**src/rtl/ex_sequencer.sv**
```systemverilog
// rtl/ex_sequencer.sv - EX-stage instruction sequencer (IDLE/LOAD/EXEC/STORE/BRANCH)
//
// Ports:
//   clock        in   system clock, rising-edge active
//   reset        in   asynchronous active-low reset
//   issue_valid  in   decoded instruction offered by ID
//   ctrl[7:0]    in   bit0 WR, 1 WM, 2 RM, 3 NEQ, 4 J, 5 JC, 6 SIN, 7 INA
//   zero_flag    in   registered zero result of the EX stage
//   jump_target  in   PC + sign-extended offset from the jump adder
//   issue_ready  out  new instruction can be accepted (IDLE)
//   ac_accept    out  load enable for the ALU input accumulator (LOAD)
//   sout         out  load enable for ALU output accumulator / zero register (STORE)
//   mem_valid    out  one-cycle pulse handing mem_ctrl to MEM
//   mem_ctrl     out  latched ctrl[5:0], driven while mem_valid is high
//   pc_load      out  PC redirect
//   flush        out  flush of younger stages
//   pc_next      out  redirect address, 0 whenever pc_load is 0
//   busy         out  sequencer not in IDLE
//   retire_cnt   out  count of completed instructions, wraps at 256
//
// Optional feature: EX_JUMP_FAST_EN - an unconditional jump accepted in IDLE
// redirects and retires in the acceptance cycle instead of visiting BRANCH.

module ex_sequencer (
    input  logic       clock,
    input  logic       reset,
    input  logic       issue_valid,
    input  logic [7:0] ctrl,
    input  logic       zero_flag,
    input  logic [7:0] jump_target,
    output logic       issue_ready,
    output logic       ac_accept,
    output logic       sout,
    output logic       mem_valid,
    output logic [5:0] mem_ctrl,
    output logic       pc_load,
    output logic       flush,
    output logic [7:0] pc_next,
    output logic       busy,
    output logic [7:0] retire_cnt
);

    localparam int NEQ = 3;
    localparam int J   = 4;
    localparam int JC  = 5;
    localparam int SIN = 6;
    localparam int INA = 7;

    typedef enum logic [2:0] {
        IDLE   = 3'd0,
        LOAD   = 3'd1,
        EXEC   = 3'd2,
        STORE  = 3'd3,
        BRANCH = 3'd4
    } seqState_t;

    seqState_t  state;
    seqState_t  stateNext;
    // SIN/INA only steer the IDLE decision, so only the bits needed after
    // acceptance are kept.
    logic [5:0] ctrlQ;
    logic [7:0] retireQ;
    logic       accept;
    logic       retire;
    logic       taken;

    always_ff @(posedge clock or negedge reset) begin
        if (!reset) begin
            state   <= IDLE;
            ctrlQ   <= 6'd0;
            retireQ <= 8'd0;
        end else begin
            state <= stateNext;
            if (accept) begin
                ctrlQ <= ctrl[5:0];
            end
            if (retire) begin
                retireQ <= retireQ + 8'd1;
            end
        end
    end

    always_comb begin
        stateNext   = state;
        accept      = 1'b0;
        retire      = 1'b0;
        issue_ready = 1'b0;
        ac_accept   = 1'b0;
        sout        = 1'b0;
        mem_valid   = 1'b0;
        mem_ctrl    = 6'd0;
        pc_load     = 1'b0;
        flush       = 1'b0;
        pc_next     = 8'd0;
        taken       = ctrlQ[J] | (ctrlQ[JC] & (zero_flag != ctrlQ[NEQ]));

        case (state)
            IDLE: begin
                issue_ready = 1'b1;
                if (issue_valid) begin
                    accept = 1'b1;
`ifdef EX_JUMP_FAST_EN
                    if (ctrl[J]) begin
                        // Redirect straight from IDLE; this is a Mealy path
                        // on the incoming ctrl, not on ctrlQ.
                        mem_valid = 1'b1;
                        mem_ctrl  = ctrl[5:0];
                        pc_load   = 1'b1;
                        flush     = 1'b1;
                        pc_next   = jump_target;
                        retire    = 1'b1;
                        stateNext = IDLE;
                    end else if (ctrl[SIN] | ctrl[INA]) begin
                        stateNext = LOAD;
                    end else begin
                        stateNext = EXEC;
                    end
`else
                    if (ctrl[J]) begin
                        stateNext = BRANCH;
                    end else if (ctrl[SIN] | ctrl[INA]) begin
                        stateNext = LOAD;
                    end else begin
                        stateNext = EXEC;
                    end
`endif
                end
            end
            LOAD: begin
                ac_accept = 1'b1;
                stateNext = EXEC;
            end
            EXEC: begin
                stateNext = STORE;
            end
            STORE: begin
                sout      = 1'b1;
                mem_valid = 1'b1;
                mem_ctrl  = ctrlQ;
                stateNext = ctrlQ[JC] ? BRANCH : IDLE;
            end
            BRANCH: begin
                if (taken) begin
                    pc_load = 1'b1;
                    flush   = 1'b1;
                    pc_next = jump_target;
                end
                // J skipped STORE, so its MEM handoff happens here.
                if (ctrlQ[J]) begin
                    mem_valid = 1'b1;
                    mem_ctrl  = ctrlQ;
                end
                stateNext = IDLE;
            end
            default: begin
                stateNext = IDLE;
            end
        endcase

        if (state != IDLE && stateNext == IDLE) begin
            retire = 1'b1;
        end

        // Outputs must drop the moment reset asserts, not at the next edge.
        if (!reset) begin
            accept      = 1'b0;
            retire      = 1'b0;
            issue_ready = 1'b0;
            ac_accept   = 1'b0;
            sout        = 1'b0;
            mem_valid   = 1'b0;
            mem_ctrl    = 6'd0;
            pc_load     = 1'b0;
            flush       = 1'b0;
            pc_next     = 8'd0;
        end
    end

    assign busy       = (state != IDLE);
    assign retire_cnt = retireQ;

endmodule
```
**config.mk**
```make
export PLATFORM = sky130hd
export DESIGN_NAME = ex_sequencer
export DESIGN_NICKNAME = d
export VERILOG_FILES = /design/src/rtl/ex_sequencer.sv
export SDC_FILE = /design/constraint.sdc
export NUM_CORES = 1
export LEC_CHECK = 0
export CAP_MARGIN = 15
export CORE_ASPECT_RATIO = 0.7
export CORE_UTILIZATION = 43
export DETAILED_ROUTE_END_ITERATION = 8
export PLACE_DENSITY = 0.95
export SLEW_MARGIN = 20
export SYNTH_ARGS = -nofsm -noshare
export SYNTH_HDL_FRONTEND = slang
export SYNTH_SLANG_ARGS = --single-unit
export TNS_END_PERCENT = 1
```
**constraint.sdc**
```tcl
create_clock -name clock -period 2.2 [get_ports clock]
set_clock_uncertainty 0.05 [all_clocks]
set_input_delay 0.44 -clock clock [delete_from_list [all_inputs] [get_ports clock]]
set_output_delay 0.44 -clock clock [all_outputs]
set_load 0.01 [all_outputs]
```
# ---- After elaboration in Yosys (flattened, before gate mapping)
# Cells that the tools add are included.
dict set report word_totals {
  inputBits 20
  ff_bits 17
  word_cells 44
  out_inout_bits 29
}
dict set report op_classes {
  n_mux 28
  n_eq_ne 5
  add_sub_neg 1
  bitwise 3
  n_reduce_logical 4
}
# operator count
set ops {}
lappend ops {{8-bit two-way mux} 3}
lappend ops {{1-bit two-way mux} 16}
lappend ops {{6-bit two-way mux} 2}
lappend ops {{3-bit case mux with 4 select lines} 1}
lappend ops {{6-bit case mux with 2 select lines} 1}
lappend ops {{3-bit two-way mux} 3}
lappend ops {{8-bit by 1-bit adder with 8-bit output (second input constant)} 1}
lappend ops {{3-bit by 2-bit == test with 1-bit output (second input constant)} 2}
lappend ops {{3-bit logical NOT} 2}
lappend ops {{3-bit by 1-bit == test with 1-bit output (second input constant)} 1}
lappend ops {{3-bit == test (second input constant)} 1}
lappend ops {{3-bit nonzero test} 1}
lappend ops {{2-bit two-way mux} 1}
lappend ops {{1-bit OR} 2}
lappend ops {{1-bit case mux with 2 select lines} 1}
lappend ops {{1-bit bitwise AND} 1}
lappend ops {{1-bit logical AND} 1}
lappend ops {{1-bit != test} 1}

# ---- Depth between registers and ports, before layout
dict set report logic_depth {
  ltp_word 9
  ltp_mapped 5
  ltp_nobuf 4
}

# ---- Worst setup path before layout
# No wires, ideal clock.
dict set report synth_path {
  path_type {in2out}
  from {input zero_flag}
  to {output pc_load}
  arrival_ns 1.318
  path_slack_ns 0.392
  t_required_ns 1.710
  n_path_buf 1
  cell_stages 4
  cell_sequence {xor2_1 a21oi_1 nor2_1 buf_4}
}
dict set report synth_between {
  elab_chain_len 6
}
# element line_no
set synth_rtl {}
lappend synth_rtl {{start, declared} 29} ;# input logic zero_flag,
lappend synth_rtl {{1-bit != test} 95} ;# taken = ctrlQ[J] | (ctrlQ[JC] & (zero_flag != ctrlQ[NEQ]));
lappend synth_rtl {{1-bit bitwise AND} 95}
lappend synth_rtl {{1-bit OR} 95}
lappend synth_rtl {{1-bit two-way mux (3 in a row)} -}
lappend synth_rtl {{end, declared} 36} ;# output logic pc_load,
# Every way passes these cells.

# ---- Worst setup path in the final report
dict set report layout_path {
  from {input zero_flag}
  to {output pc_next[0]}
}
dict set report layout_between {
  elab_chain_len 6
}
# element line_no
set layout_rtl {}
lappend layout_rtl {{1-bit != test} 95}
lappend layout_rtl {{1-bit bitwise AND} 95}
lappend layout_rtl {{1-bit OR} 95}
lappend layout_rtl {{8-bit two-way mux} 143} ;# if (taken) begin
lappend layout_rtl {{8-bit two-way mux} 97} ;# case (state)
lappend layout_rtl {{8-bit two-way mux} 165} ;# if (!reset) begin
lappend layout_rtl {{end, declared} 38} ;# output logic [7:0] pc_next,
# Every way passes these cells.

==> results.py <==
metrics = {
    "final_layout": {
        "stdcell_area_mm2": 0.00156,
        "area_growth_pct": 54.8,
        "nets": 165,
        "antenna_cells": 0,
        "fillCellCount": 164,
        "drive_gt1_frac": 0.329,
        "final_cells": 175,
    },
    "placement": {
        "place_inst": 171,
        "dpl-instance-area_mm2": 0.00156,
        "port-buffer-count": 48,
        "gp_congestion": 0.774,
        "dp_hpwl_mm": 2.13,
    },
    "die": {
        "core_mm2": 0.00217,
        "start_util": 0.464,
        "die-height_um": 42.5,
        "io_pins": 49,
        "die_area_mm2": 0.00254,
        "num_rows": 14,
        "die_w_um": 59.8,
    },
    "setup_path": {
        "end_kind": "output pin",
        "critical_path_class": "in2out",
        "critPathTopFamily": "buffers and inverters",
        "slowest_stage": "clkdlybuf4s50_1",
        "arrival_ns": 1.66,
        "rr_worst_depth": 5,
        "critical_path_required_ns": 1.71,
        "reg2reg_from": "state[2]",
        "setup.worst_path.end": "pc_next[0]",
        "path_cells": "clkdlybuf4s50_1, xor2_1, a21oi_1, buf_4, nor3b_1, buf_2",
        "cp-startpoint": "zero_flag",
        "cp_num_cells": 6,
        "cpPeakStageDelay_ns": 0.47,
        "r2r-end": "ctrlQ[1]",
        "worst-path-buf-inv": 3,
        "critPathMaxFanout": 9,
        "worst-r2r-setup-slack_ns": 0.50,
        "start_kind": "input port",
    },
    "sta": {
        "slew_headroom": 0.806,
        "slew_viol_final": 0,
        "rsz0062_at_grt": "true",
        "fin_tns_setup_ns": 0,
        "tightest_slew_ns": 0.291,
        "period_needed_ns": 2.15,
        "fin_crit_sh": 0.979,
        "setup_viol_count_final": 0,
        "finalHoldViolations": 0,
        "clock.fmax_mhz": 464,
        "worst_hold_slack_ns": 0.336,
    },
    "pwr": {
        "p_leak_nw": 0.739,
        "total_power_mw": 1.59,
        "power_density_mw_per_mm2": 1020,
        "peakVddDrop_v": 0.000599,
    },
    "route": {
        "routedWlPerCell_um": 15.7,
        "wirelength_mm": 2.75,
        "vias": 921,
        "viasPerCell": 5.26,
        "drtPass1Iterations": 4,
        "ant_nets": 0,
        "drt_iter0_markers": 48,
        "drc": 0,
    },
    "synth": {
        "yosys_warnings": 0,
        "yosys.cell_types.count": 37,
        "synthCells": 88,
        "mappedNetlistArea_mm2": 0.00101,
        "synth_nets": 109,
        "yosys_most_used_dff": "dfrtp_1",
        "synth_edf_count": 0,
        "async_flop_share": 1.00,
        "ys_ff_latch": 17,
        "ys_seq_area_frac": 0.422,
        "avgSynthCellArea_um2": 11.4,
    },
    "clock_tree": {
        "cts_buffers": 3,
        "h-tree-depth": 1,
        "cts-root-buf": "clkbuf_4",
        "cts.sinks": 17,
        "clock_latency_ns": 0.29,
        "clock_path_buffers": 2,
        "path_clk_slew_ns": 0.09,
        "cts_tree": "done",
    },
    "job": {
        "cap_violations": 0,
    },
    "global_routing": {
        "grt_max_degree": 14,
        "grt_antenna_before_repair": 0,
        "grt_pass1_wl_mm": 4.62,
        "grt.total_usage": 0.250,
        "grt_pass1_vias": 923,
        "gr-total-overflow": 0,
    },
    "run_status": {
        "status": "finished clean",
    },
    "hold_path": {
        "hold_path.class": "in2async",
    },
}
worst reg2reg max path: stages (launching register included):
cell	delay [ns]
dfrtp_2	0.47
buf_4	0.20
nor4b_4	0.30
buf_4	0.16
nand2_4	0.09
mux2_4	0.32
flip-flops by register name (all words and copies together) (netlist names):
name / count
state: 3
retire_cnt: 8
ctrlQ: 6
final cells by class:
| class | count | area (µm²) | share of cell area |
|---|---|---|---|
| clock buffers | 4 | 26.3 | 0.0169 |
| inverters | 3 | 11.3 | 0.00722 |
| multi-input cells | 62 | 581 | 0.372 |
| flip-flops and latches | 17 | 429 | 0.275 |
| well taps | 32 | 40.0 | 0.0257 |
| repair buffers | 57 | 472 | 0.303 |
kinds of logic (layout without fill, tap and decap cells):
| logic type | count (synthesis) | after routing | share of synthesized area |
|---|---|---|---|
| and+or+nand+nor | 32 | 32 | 0.251 |
| xor gates and xnor gates | 8 | 8 | 0.0696 |
| adders and majority gates | 1 | 1 | 0.0124 |
| buffers and inverters | 9 | 64 | 0.0484 |
| muxes | 7 | 7 | 0.101 |
| DFF | 17 | 17 | 0.422 |
| AOI/OAI and AO/OA | 14 | 14 | 0.0956 |
layout by cell type, fill, tap and decap left out, drive strengths merged, types with 2 or more instances in the layout:
| cell type | Yosys | final |
|---|---|---|
| clkbuf | 1 | 10 |
| dlymetal6s2s | 0 | 2 |
| inv | 3 | 3 |
| dlygate4sd2 | 0 | 5 |
| o21ai | 3 | 3 |
| xnor2 | 7 | 7 |
| a31oi | 2 | 2 |
| a21boi | 2 | 2 |
| o211ai | 2 | 2 |
| buf | 5 | 18 |
| and2 | 5 | 5 |
| dfrtp | 17 | 17 |
| nor3b | 8 | 8 |
| clkdlybuf4s50 | 0 | 26 |
| and4 | 4 | 4 |
| mux2 | 7 | 7 |
| nor2 | 3 | 3 |
| o2111ai | 2 | 2 |
metrics by stage:
step	setup slack [ns]	util
finish	0.0451	0.718
global route	-0.0364	0.718
CTS	-0.216	0.724
detailed placement	-0.423	0.717
global placement	-0.349	0.717
floorplan	0.392	-
metal layers:
metal / wire [µm] / global-route usage
met5: 0 / 0
met4: 33 / 0.0558
met3: 177 / 0.0895
met2: 1300 / 0.371
met1: 1240 / 0.347
power by group:
group          switching, mW  internal [mW]  total, mW
registers              0.167          0.441      0.608
clock network         0.0930         0.0705      0.164
logic                  0.359          0.457      0.817
total                  0.619          0.969       1.59
worst min-delay path by stage:
| stage | endpoint | slack, ns |
|---|---|---|
| finish | state[2] | 0.34 |
| floorplan | ctrlQ[0] | 0.09 |
| global route | state[2] | 0.35 |
| detailed placement | retire_cnt[7] | 0.42 |
| CTS | state[2] | 0.34 |
| global placement | retire_cnt[7] | 0.41 |
repair_timing:
action | CTS | global route
setup endpoints to repair | 21 | 15
buffers inserted | 0 | 0
hold buffers | 0 | 0
gates resized for setup | 53 | 20
pin swaps | 1 | 1
Yosys cell counts (all sizes together) (2+ instances only):
master | instances | area (µm²)
dfrtp | 17 | 425
o21ai | 3 | 15.0
inv | 3 | 11.3
buf | 5 | 33.8
a31oi | 2 | 12.5
a21boi | 2 | 15.0
nor2 | 3 | 11.3
nor3b | 8 | 60.1
o211ai | 2 | 15.0
xnor2 | 7 | 61.3
mux2 | 7 | 101
and4 | 4 | 35.0
o2111ai | 2 | 17.5
and2 | 5 | 31.3
Power figures use the tool's default switching activity.
